## config.mk

```make
export PLATFORM = sky130hd
export DESIGN_NAME = mem_access_stage
export DESIGN_NICKNAME = d
export VERILOG_FILES = /design/src/rtl/mem_access_stage_pkg.sv /design/src/rtl/mem_access_stage_load_ext.sv /design/src/rtl/mem_access_stage.sv
export SDC_FILE = /design/constraint.sdc
export NUM_CORES = 1
export LEC_CHECK = 0
export BUFFER_PORTS_ARGS = -buffer_cell sky130_fd_sc_hd__buf_2
export CAP_MARGIN = 20
export CORE_AREA = 2 2 167 169
export DETAILED_ROUTE_END_ITERATION = 12
export DIE_AREA = 0 0 169 171
export SYNTH_ARGS = -nofsm -noshare
export SYNTH_HDL_FRONTEND = slang
export SYNTH_SLANG_ARGS = --single-unit
```

## constraint.sdc

```tcl
create_clock -name clk -period 4.2 [get_ports clk]
set_clock_uncertainty 0.2 [all_clocks]
set_input_delay 0.21 -clock clk [delete_from_list [all_inputs] [get_ports clk]]
set_output_delay 0.21 -clock clk [all_outputs]
set_load 0.005 [all_outputs]
```

## src/rtl/mem_access_stage_pkg.sv

```systemverilog
// rtl/mem_access_stage_pkg.sv - MEM stage bus widths, field positions and load op encoding
package mem_access_stage_pkg;

   localparam int ES_BUS_W         = 80;
   localparam int CSR_BUS_W        = 97;
   localparam int WS_BUS_W         = 71;
   localparam int FWD_W            = 40;
   localparam int CANCEL_W_DEFAULT = 2;

   localparam int CSR_EX_BIT   = 90;
   localparam int CSR_ERTN_BIT = 91;

   // one-hot ld_op bit positions
   localparam int LD_B  = 0;
   localparam int LD_H  = 1;
   localparam int LD_W  = 2;
   localparam int LD_BU = 3;
   localparam int LD_HU = 4;

   typedef struct packed {
      logic        ale;
      logic        meaningful;
      logic [2:0]  mem_we;
      logic [4:0]  ld_op;
      logic        gr_we;
      logic [4:0]  dest;
      logic [31:0] result;
      logic [31:0] pc;
   } es_to_ms_t;

   typedef struct packed {
      logic        meaningful;
      logic        gr_we;
      logic [4:0]  dest;
      logic [31:0] final_result;
      logic [31:0] pc;
   } ms_to_ws_t;

endpackage

```

## src/rtl/mem_access_stage_load_ext.sv

```systemverilog
// rtl/mem_access_stage_load_ext.sv - combinational load lane select and sign/zero extension
module mem_access_stage_load_ext
   import mem_access_stage_pkg::*;
(
   input  logic [4:0]  op,
   input  logic [1:0]  addr,
   input  logic [31:0] rdata,
   output logic [31:0] result
);

   logic [7:0]  byte_v;
   logic [15:0] half_v;

   always_comb begin
      byte_v = rdata[{addr, 3'b000} +: 8];
      half_v = addr[1] ? rdata[31:16] : rdata[15:0];
      result = rdata;
      if (op[LD_B])       result = {{24{byte_v[7]}}, byte_v};
      else if (op[LD_BU]) result = {24'b0, byte_v};
      else if (op[LD_H])  result = {{16{half_v[15]}}, half_v};
      else if (op[LD_HU]) result = {16'b0, half_v};
      else if (op[LD_W])  result = rdata;
   end

endmodule

```

## src/rtl/mem_access_stage.sv

```systemverilog
// rtl/mem_access_stage.sv - MEM pipeline stage: waits for data_ok, extends loads, drops stale responses
module mem_access_stage
   import mem_access_stage_pkg::*;
#(
   parameter int CANCEL_W = CANCEL_W_DEFAULT
)
(
   input  logic                 clk,
   input  logic                 resetn,
   input  logic                 es_to_ms_valid,
   input  logic [ES_BUS_W-1:0]  es_to_ms_bus,
   input  logic [CSR_BUS_W-1:0] es_to_ms_csr_bus,
   input  logic                 es_req_fire,
   output logic                 ms_allowin,
   input  logic                 ws_allowin,
   output logic                 ms_to_ws_valid,
   output logic [WS_BUS_W-1:0]  ms_to_ws_bus,
   output logic [CSR_BUS_W-1:0] ms_to_ws_csr_bus,
   input  logic                 data_sram_data_ok,
   input  logic [31:0]          data_sram_rdata,
   input  logic                 wb_flush,
   output logic [FWD_W-1:0]     ms_forward,
   output logic                 ms_ex,
   output logic                 ms_ertn
);

   localparam logic [CANCEL_W:0] CNT_MAX = {1'b0, {CANCEL_W{1'b1}}};

   es_to_ms_t            es_in;
   logic                 ms_valid;
   logic                 need_resp;
   logic                 meaningful_r;
   logic [4:0]           ld_op_r;
   logic                 gr_we_r;
   logic [4:0]           dest_r;
   logic [31:0]          result_r;
   logic [31:0]          pc_r;
   logic [CSR_BUS_W-1:0] csr_r;
   logic                 rdata_buf_valid;
   logic [31:0]          rdata_buf;
   logic [CANCEL_W-1:0]  cancel_cnt;
   logic [CANCEL_W:0]    cnt_next;

   logic        exc;
   logic        fresh_ok;
   logic        stale_ok;
   logic        ms_ready_go;
   logic        wait_inflight;
   logic        is_load;
   logic        gr_we_eff;
   logic        load_pending;
   logic [31:0] rdata_sel;
   logic [31:0] ext_data;
   logic [31:0] final_result;
   ms_to_ws_t   ws_bus;

   assign es_in    = es_to_ms_bus;
   assign exc      = csr_r[CSR_EX_BIT];
   assign fresh_ok = data_sram_data_ok & (cancel_cnt == '0);
   assign stale_ok = data_sram_data_ok & (cancel_cnt != '0);

   assign ms_ready_go = ~need_resp | exc | rdata_buf_valid | fresh_ok;
   assign ms_allowin  = ~ms_valid | (ms_ready_go & ws_allowin);

   always_ff @(posedge clk or negedge resetn) begin
      if (!resetn) begin
         ms_valid     <= 1'b0;
         need_resp    <= 1'b0;
         meaningful_r <= 1'b0;
         ld_op_r      <= '0;
         gr_we_r      <= 1'b0;
         dest_r       <= '0;
         result_r     <= '0;
         pc_r         <= '0;
         csr_r        <= '0;
      end else begin
         if (wb_flush)        ms_valid <= 1'b0;
         else if (ms_allowin) ms_valid <= es_to_ms_valid;
         if (es_to_ms_valid && ms_allowin) begin
            need_resp    <= ((|es_in.ld_op) | (|es_in.mem_we)) & ~es_in.ale
                            & ~es_to_ms_csr_bus[CSR_EX_BIT];
            meaningful_r <= es_in.meaningful;
            ld_op_r      <= es_in.ld_op;
            gr_we_r      <= es_in.gr_we;
            dest_r       <= es_in.dest;
            result_r     <= es_in.result;
            pc_r         <= es_in.pc;
            csr_r        <= es_to_ms_csr_bus;
         end
      end
   end

   // Holds the response only while WB is stalling; cleared whenever the stage advances.
   always_ff @(posedge clk or negedge resetn) begin
      if (!resetn) begin
         rdata_buf_valid <= 1'b0;
         rdata_buf       <= '0;
      end else if (ms_allowin) begin
         rdata_buf_valid <= 1'b0;
      end else if (ms_valid && need_resp && !rdata_buf_valid && fresh_ok) begin
         rdata_buf_valid <= 1'b1;
         rdata_buf       <= data_sram_rdata;
      end
   end

   // Requests still in flight when WB flushes owe us responses nobody wants.
   assign wait_inflight = ms_valid & need_resp & ~rdata_buf_valid & ~fresh_ok;

   always_comb begin
      cnt_next = {1'b0, cancel_cnt};
      if (wb_flush)
         cnt_next = cnt_next + (CANCEL_W+1)'(wait_inflight) + (CANCEL_W+1)'(es_req_fire);
      cnt_next = cnt_next - (CANCEL_W+1)'(stale_ok);
   end

   always_ff @(posedge clk or negedge resetn) begin
      if (!resetn)               cancel_cnt <= '0;
      else if (cnt_next > CNT_MAX) cancel_cnt <= '1;
      else                       cancel_cnt <= cnt_next[CANCEL_W-1:0];
   end

   assign rdata_sel = rdata_buf_valid ? rdata_buf : data_sram_rdata;

   mem_access_stage_load_ext u_load_ext (
      .op     (ld_op_r),
      .addr   (result_r[1:0]),
      .rdata  (rdata_sel),
      .result (ext_data)
   );

   assign is_load      = |ld_op_r;
   assign final_result = (is_load & ~exc) ? ext_data : result_r;
   assign gr_we_eff    = gr_we_r & ~exc;
   assign load_pending = is_load & ~exc & ~ms_ready_go;

   always_comb begin
      ws_bus.meaningful   = meaningful_r;
      ws_bus.gr_we        = gr_we_eff;
      ws_bus.dest         = dest_r;
      ws_bus.final_result = final_result;
      ws_bus.pc           = pc_r;
   end

   assign ms_to_ws_bus     = ws_bus;
   assign ms_to_ws_csr_bus = csr_r;
   assign ms_to_ws_valid   = ms_valid & ms_ready_go & ~wb_flush;
   assign ms_forward       = ms_valid ? {1'b1, load_pending, gr_we_eff, dest_r, final_result}
                                      : '0;
   assign ms_ex            = ms_valid & exc;
   assign ms_ertn          = ms_valid & csr_r[CSR_ERTN_BIT];

endmodule
```

# Word level (Yosys, flattened, before mapping)
# Index checks and enable logic that the tools add are counted.
[classes]
n_bitwise = 30
reduce_logical = 13
n_mux = 14
addsub = 3
magnitude_cmp = 1
shifts = 1
[ops]
columns = ["cell", "n"]
rows = [
  ["$mux W32", 6],
  ["$mux W40", 1],
  ["$shiftx A32 B6 Y8", 1],
  ["$mux W16", 1],
  ["$and A1 B1 Y1", 15],
  ["$not A1 Y1", 10],
  ["$reduce_or A5 Y1", 2],
  ["$reduce_bool A2 Y1", 3],
  ["$or A1 B1 Y1", 5],
  ["$logic_and A1 B1 Y1", 4],
  ["$mux W1", 4],
  ["$add A2 B1 Y3", 1],
  ["$add A3 B1 Y3", 1],
  ["$gt A3 B2 Y1 const B", 1],
  ["$mux W3", 1],
  ["$reduce_or A3 Y1", 1],
  ["$sub A3 B1 Y3", 1],
  ["$logic_not A2 Y1", 1],
  ["$mux W2", 1],
  ["$reduce_and A2 Y1", 1],
  ["$logic_not A1 Y1", 1],
]
[word_totals]
input_bits = 216
out_inout_bits = 212
elab_cells = 74
regBits = 210

# Depth between registers and ports, before layout
[logic_depth]
word_depth = 10
ltp_mapped = 10
ltp_nobuf = 9

# Modules after synthesis
# From an unflattened synthesis, not the netlist that was laid out.
[unflattened]
cells_unflattened = 782
hier_area_um2 = 10812.9
[modules_own_cells]
columns = ["module", "cells_each", "seq_area_each_um2", "n_inst", "area_each_um2"]
rows = [
  ["mem_access_stage", 663, 5255.0, 1, 9960.8],
  ["mem_access_stage_load_ext", 119, 0.0, 1, 852.1],
]

# Least setup slack after synthesis
# OpenSTA, ideal clock, no wires.
[synth_timing]
path_kind = "reg-to-reg"
from = "register cancel_cnt[1]"
to = "register cancel_cnt[0]"
t_required_ns = 3.878
n_path_buf = 0
path_stages_with_launch = 9
setup_ns = 0.122
period_less_slack_ns = 2.297
arrival_ns = 1.975
path_slack_ns = 1.903
cell_sequence = "dfrtp_1 > nor3b_2 > nor2_1 > fa_1 > mux2i_1 > ha_1 > ha_1 > xor2_1 > nand2_1"
[synth_via]
elab_chain_cells = 10
elab_cells_between_ends = 12
classes_between = "add/sub: 3; order compare: 1; mux: 2; bitwise: 4; reduce/logical: 2"
[synth_lines]
columns = ["element", "line_no", "rtl"]
rows = [
  ["start, declared", "mem_access_stage.sv:41", "logic [CANCEL_W-1:0] cancel_cnt;"],
  ["start signal, assigned", "mem_access_stage.sv:119", "else cancel_cnt <= cnt_next[CANCEL_W-1:0];"],
  ["$logic_not A2 Y1", "mem_access_stage.sv:59", "assign fresh_ok = data_sram_data_ok & (cancel_cnt == '0);"],
  ["$and A1 B1 Y1", "mem_access_stage.sv:59", ""],
  ["$not A1 Y1", "mem_access_stage.sv:107", "assign wait_inflight = ms_valid & need_resp & ~rdata_buf_valid & ~fresh_ok;"],
  ["$and A1 B1 Y1", "mem_access_stage.sv:107", ""],
  ["$add A2 B1 Y3", "mem_access_stage.sv:112", "cnt_next = cnt_next + (CANCEL_W+1)'(wait_inflight) + (CANCEL_W+1)'(es_req_fire);"],
  ["$add A3 B1 Y3", "mem_access_stage.sv:112", ""],
  ["$mux W3", "mem_access_stage.sv:111", "if (wb_flush)"],
  ["$sub A3 B1 Y3 *", "mem_access_stage.sv:113", "cnt_next = cnt_next - (CANCEL_W+1)'(stale_ok);"],
  ["$gt A3 B2 Y1", "mem_access_stage.sv:118", "else if (cnt_next > CNT_MAX) cancel_cnt <= '1;"],
  ["$mux W2 *", "mem_access_stage.sv:118", ""],
]
# Every way passes the cells marked *; elsewhere a longest branch is shown, timed or not.
# A chain may end at the register's enable or synchronous reset.

# Worst setup path after layout
[layout_timing]
from = "register rdata_buf_valid"
to = "output port ms_forward[26]"
[layout_via]
elab_chain_cells = 7
elab_cells_between_ends = 9
classes_between = "shift: 1; mux: 8"
[layout_lines]
columns = ["element", "line_no", "rtl"]
rows = [
  ["start, declared", "mem_access_stage.sv:39", "logic rdata_buf_valid;"],
  ["start signal, assigned", "mem_access_stage.sv:96", "rdata_buf_valid <= 1'b0;"],
  ["start signal, assigned", "mem_access_stage.sv:99", "rdata_buf_valid <= 1'b0;"],
  ["start signal, assigned", "mem_access_stage.sv:101", "rdata_buf_valid <= 1'b1;"],
  ["$mux W32 *", "mem_access_stage.sv:122", "assign rdata_sel = rdata_buf_valid ? rdata_buf : data_sram_rdata;"],
  ["branches (longest 3 deep; another with $shiftx A32 B6 Y8)", "-", ""],
  ["$mux W32 *", "mem_access_stage_load_ext.sv:18", "if (op[LD_B]) result = {{24{byte_v[7]}}, byte_v};"],
  ["$mux W32 *", "mem_access_stage.sv:132", "assign final_result = (is_load & ~exc) ? ext_data : result_r;"],
  ["$mux W40 *", "mem_access_stage.sv:147", "assign ms_forward = ms_valid ? {1'b1, load_pending, gr_we_eff, dest_r, final_result}"],
  ["end, declared", "mem_access_stage.sv:22", "output logic [FWD_W-1:0] ms_forward,"],
]
# Mark *: on every way between the ends.

==> results.toml <==
[logic_synthesis]
yosys.area.top_type_share_pct = 53.3
ys_warn_count = 0
ys_seq_area_share_pct = 53.3
synth_most_common_cell = "dfrtp_1"
synthCells = 735
yosysUniqueCellTypes = 41
synth_nets = 955
synthTopCellsByArea = "dfrtp_1 53%, mux2_2 20%, mux2i_1 6.0%"
synth-seq-cells = 210
yosysTopAreaCell = "dfrtp_1"
syn_area_per_cell_um2 = 13.4
syn_area_um2 = 9860
synth_edf_count = 0
synthArstFlopShare_pct = 100
synth.cells.most_frequent = "210 x dfrtp_1, 172 x mux2_2, 68 x nor2_1"
ys.flop_type = "dfrtp_1"

[clocking]
cts_buffer_depth = 3
cts_buffers = 25
htree_levels = 1
cts_tree = "built"
cts_root_buf = "clkbuf_16"
cts_sinks = 210
ctsResizeCount = 0
clk_latency_ns = 0.51
clk_pin_slew_worst_paths_ns = 0.07

[routing]
totalWireLength_mm = 33.7
route.top_layer_used = "met5"
dr_wl_met3_mm = 2.30
remaining_drc_errors = 0
wl_met2_mm = 17.2
routedWlPerCell_um = 19.5
antenna_left = 0
drt-met1-wl_mm = 12.7
drt_iter0_drc = 406
viasPerCell = 4.91
vias = 8499
dr.pass1.iters = 4

[pwr]
vdd_drop_max_mv = 0.304
powerDensity_nw_per_um2 = 425
leakagePower_uw = 0.00717
p_total_uw = 6500

[setup_path]
critPathBufInv = 3
r2r_slack_ns = 0.88
slowest_stage = "buf_4"
cp_slowest_stage_delay_ns = 0.57
path_delay_family = "buffers and inverters"
worstSetupPathType = "flip-flop to output port"
worstSetupStartpointType = "flip-flop"
r2r_end = "cancel_cnt[0]$_DFF_PN0_"
arrival_ns = 3.00
rr_startpoint = "ms_valid$_DFFE_PN0P_"
crit_path_end_kind = "output port"
crit_top_cell = "buf_4"
worstPathRequired_ns = 3.79
path_cells = "buf_4, nor2b_1, a22oi_1, a41oi_4, buf_4, a211oi_1, buf_2"
worst_r2r_path_depth = 8
path_max_fanout = 48

[place]
io_buffers = 427
dp_slack_ns = 1.31
place.gp.congestion = 0.849
hpwl_mm = 23.0

[floorplan]
fp.dieH_um = 171
floorplan.rows = 61
dieArea_um2 = 28900
die_w_um = 169
core_area_um2 = 27300
io_pins = 428
initial_core_util_pct = 36.1

[global_route]
grt_antenna_before_repair = 2
grt_pass1_vias = 8942
overflow = 0
grt_first_pass_wirelength_mm = 50.1
grt_use_total_pct = 22.5
grt_start_max_net_pins = 102

[hold_path]
hp-class = "input pin to asynchronous set/reset pin"

[sta]
setup-tns-final_ns = 0
slew_viol_final = 0
fin_crit_sh_pct = 81.1
hold_ws_ns = 0.108
worst_pin_slew_ns = 1.03
fmax_mhz = 294
slew_headroom_pct = 31.3
hold_violations = 0
fin_crit_ns = 3.41
setup_viol = 0
worst_slack_ns = 0.793
rsz0062_at_grt = "false"

[flow_run]
max_cap_viol_count = 0

[outcome]
status = "completed"

[cells_and_area]
final_util_pct = 56.0
final_nets = 1585
seq_area_um2 = 5260
multi_input_area_um2 = 4290
fillers = 2293
drive_gt1_share_pct = 49.1
area_growth_pct = 55.1
[per-layer routing]
| layer | vias to the layer above | global-route usage [%] |
|---|---|---|
| met5 | - | 0 |
| met4 | 2 | 9.44 |
| met3 | 74 | 4.67 |
| met2 | 357 | 40.7 |
| met1 | 4149 | 26.0 |
| li1 | 3917 | - |
[cells in the final DEF, fill, tap and decap left out, types with 2 or more instances in the layout]
cell type,synthesis,routed
dlygate4sd3_1,0,214
buf_4,23,10
mux4_2,9,9
dfrtp_1,210,209
mux2_1,34,34
clkbuf_1,5,5
nand3_1,2,2
a211oi_1,26,26
a21oi_1,17,17
clkbuf_16,0,25
nor2_1,68,68
buf_2,16,426
and2_1,8,8
nand2b_1,2,2
clkinv_2,0,4
o22ai_1,15,15
bufinv_16,0,6
mux2i_1,59,59
o21ba_2,2,2
ha_1,3,3
nand2_1,14,14
nor3_1,12,12
mux2_2,172,172
buf_12,0,2
clkbuf_8,0,4
a21oi_2,10,10
nor4_1,2,2
nor2b_1,3,3
[power breakdown]
| group | leakage [µW] | internal (µW) | total, µW | switching [µW] |
|---|---|---|---|---|
| Clock | 0.000443 | 1530 | 2400 | 866 |
| Combinational | 0.00421 | 841 | 1550 | 707 |
| Sequential | 0.00252 | 2340 | 2550 | 216 |
[cell type report]
type	instances	share of cell area (%)
Clock buffer	34	4.57
Tap cell	346	2.83
Multi-Input combinational cell	474	28.1
Antenna cell	1	0.0164
Clock inverter	11	1.36
Inverter	1	0.0245
Timing Repair Buffer	653	28.8
Sequential cell	210	34.4
[worst max-delay path by stage]
stage / start / to / depth (start not counted)
after floorplan: cancel_cnt[1]$_DFF_PN0_ / cancel_cnt[0]$_DFF_PN0_ / 8
after global placement: ld_op_r[0]$_DFFE_PN0P_ / ms_forward[14] / 5
after detailed placement: rdata_buf_valid$_DFFE_PN0P_ / ms_forward[10] / 7
after CTS: rdata_buf_valid$_DFFE_PN0P_ / ms_forward[26] / 7
after global routing: rdata_buf_valid$_DFFE_PN0P_ / ms_forward[28] / 7
final: rdata_buf_valid$_DFFE_PN0P_ / ms_forward[26] / 7
[sequential cells by signal, indices dropped and copies added, names as in the netlist]
name and count:
pc_r 32, rdata_buf_valid 1, cancel_cnt 2, result_r 32, rdata_buf 32, gr_we_r 1
ld_op_r 5, ms_to_ws_csr_bus 97, need_resp 1, dest_r 5, meaningful_r 1, ms_valid 1
[per-stage QoR]
step,instances,instance area (µm²)
floorplan,735,9860
global placement,1470,12200
detailed placement,1470,12200
CTS,1729,15300
global route,1730,15300
finish,1730,15300
[kinds of logic (layout without fill, tap and decap cells)]
group	count (synthesis)	in the layout	share of synthesized area (%)
mux	274	274	31.6
simple gates	116	116	5.22
flops	210	210	53.3
buf+inv	51	699	3.41
fa+ha+maj	4	4	0.584
other cells	0	1	0
xor+xnor	1	1	0.0888
compound gates	79	79	5.84
[what timing repair did]
action	CTS	global route
setup endpoints to repair	0	0
buffers inserted	0	0
hold buffers	214	0
hold endpoints to repair	308	0
No activity file was read; power rests on OpenSTA's default activity.
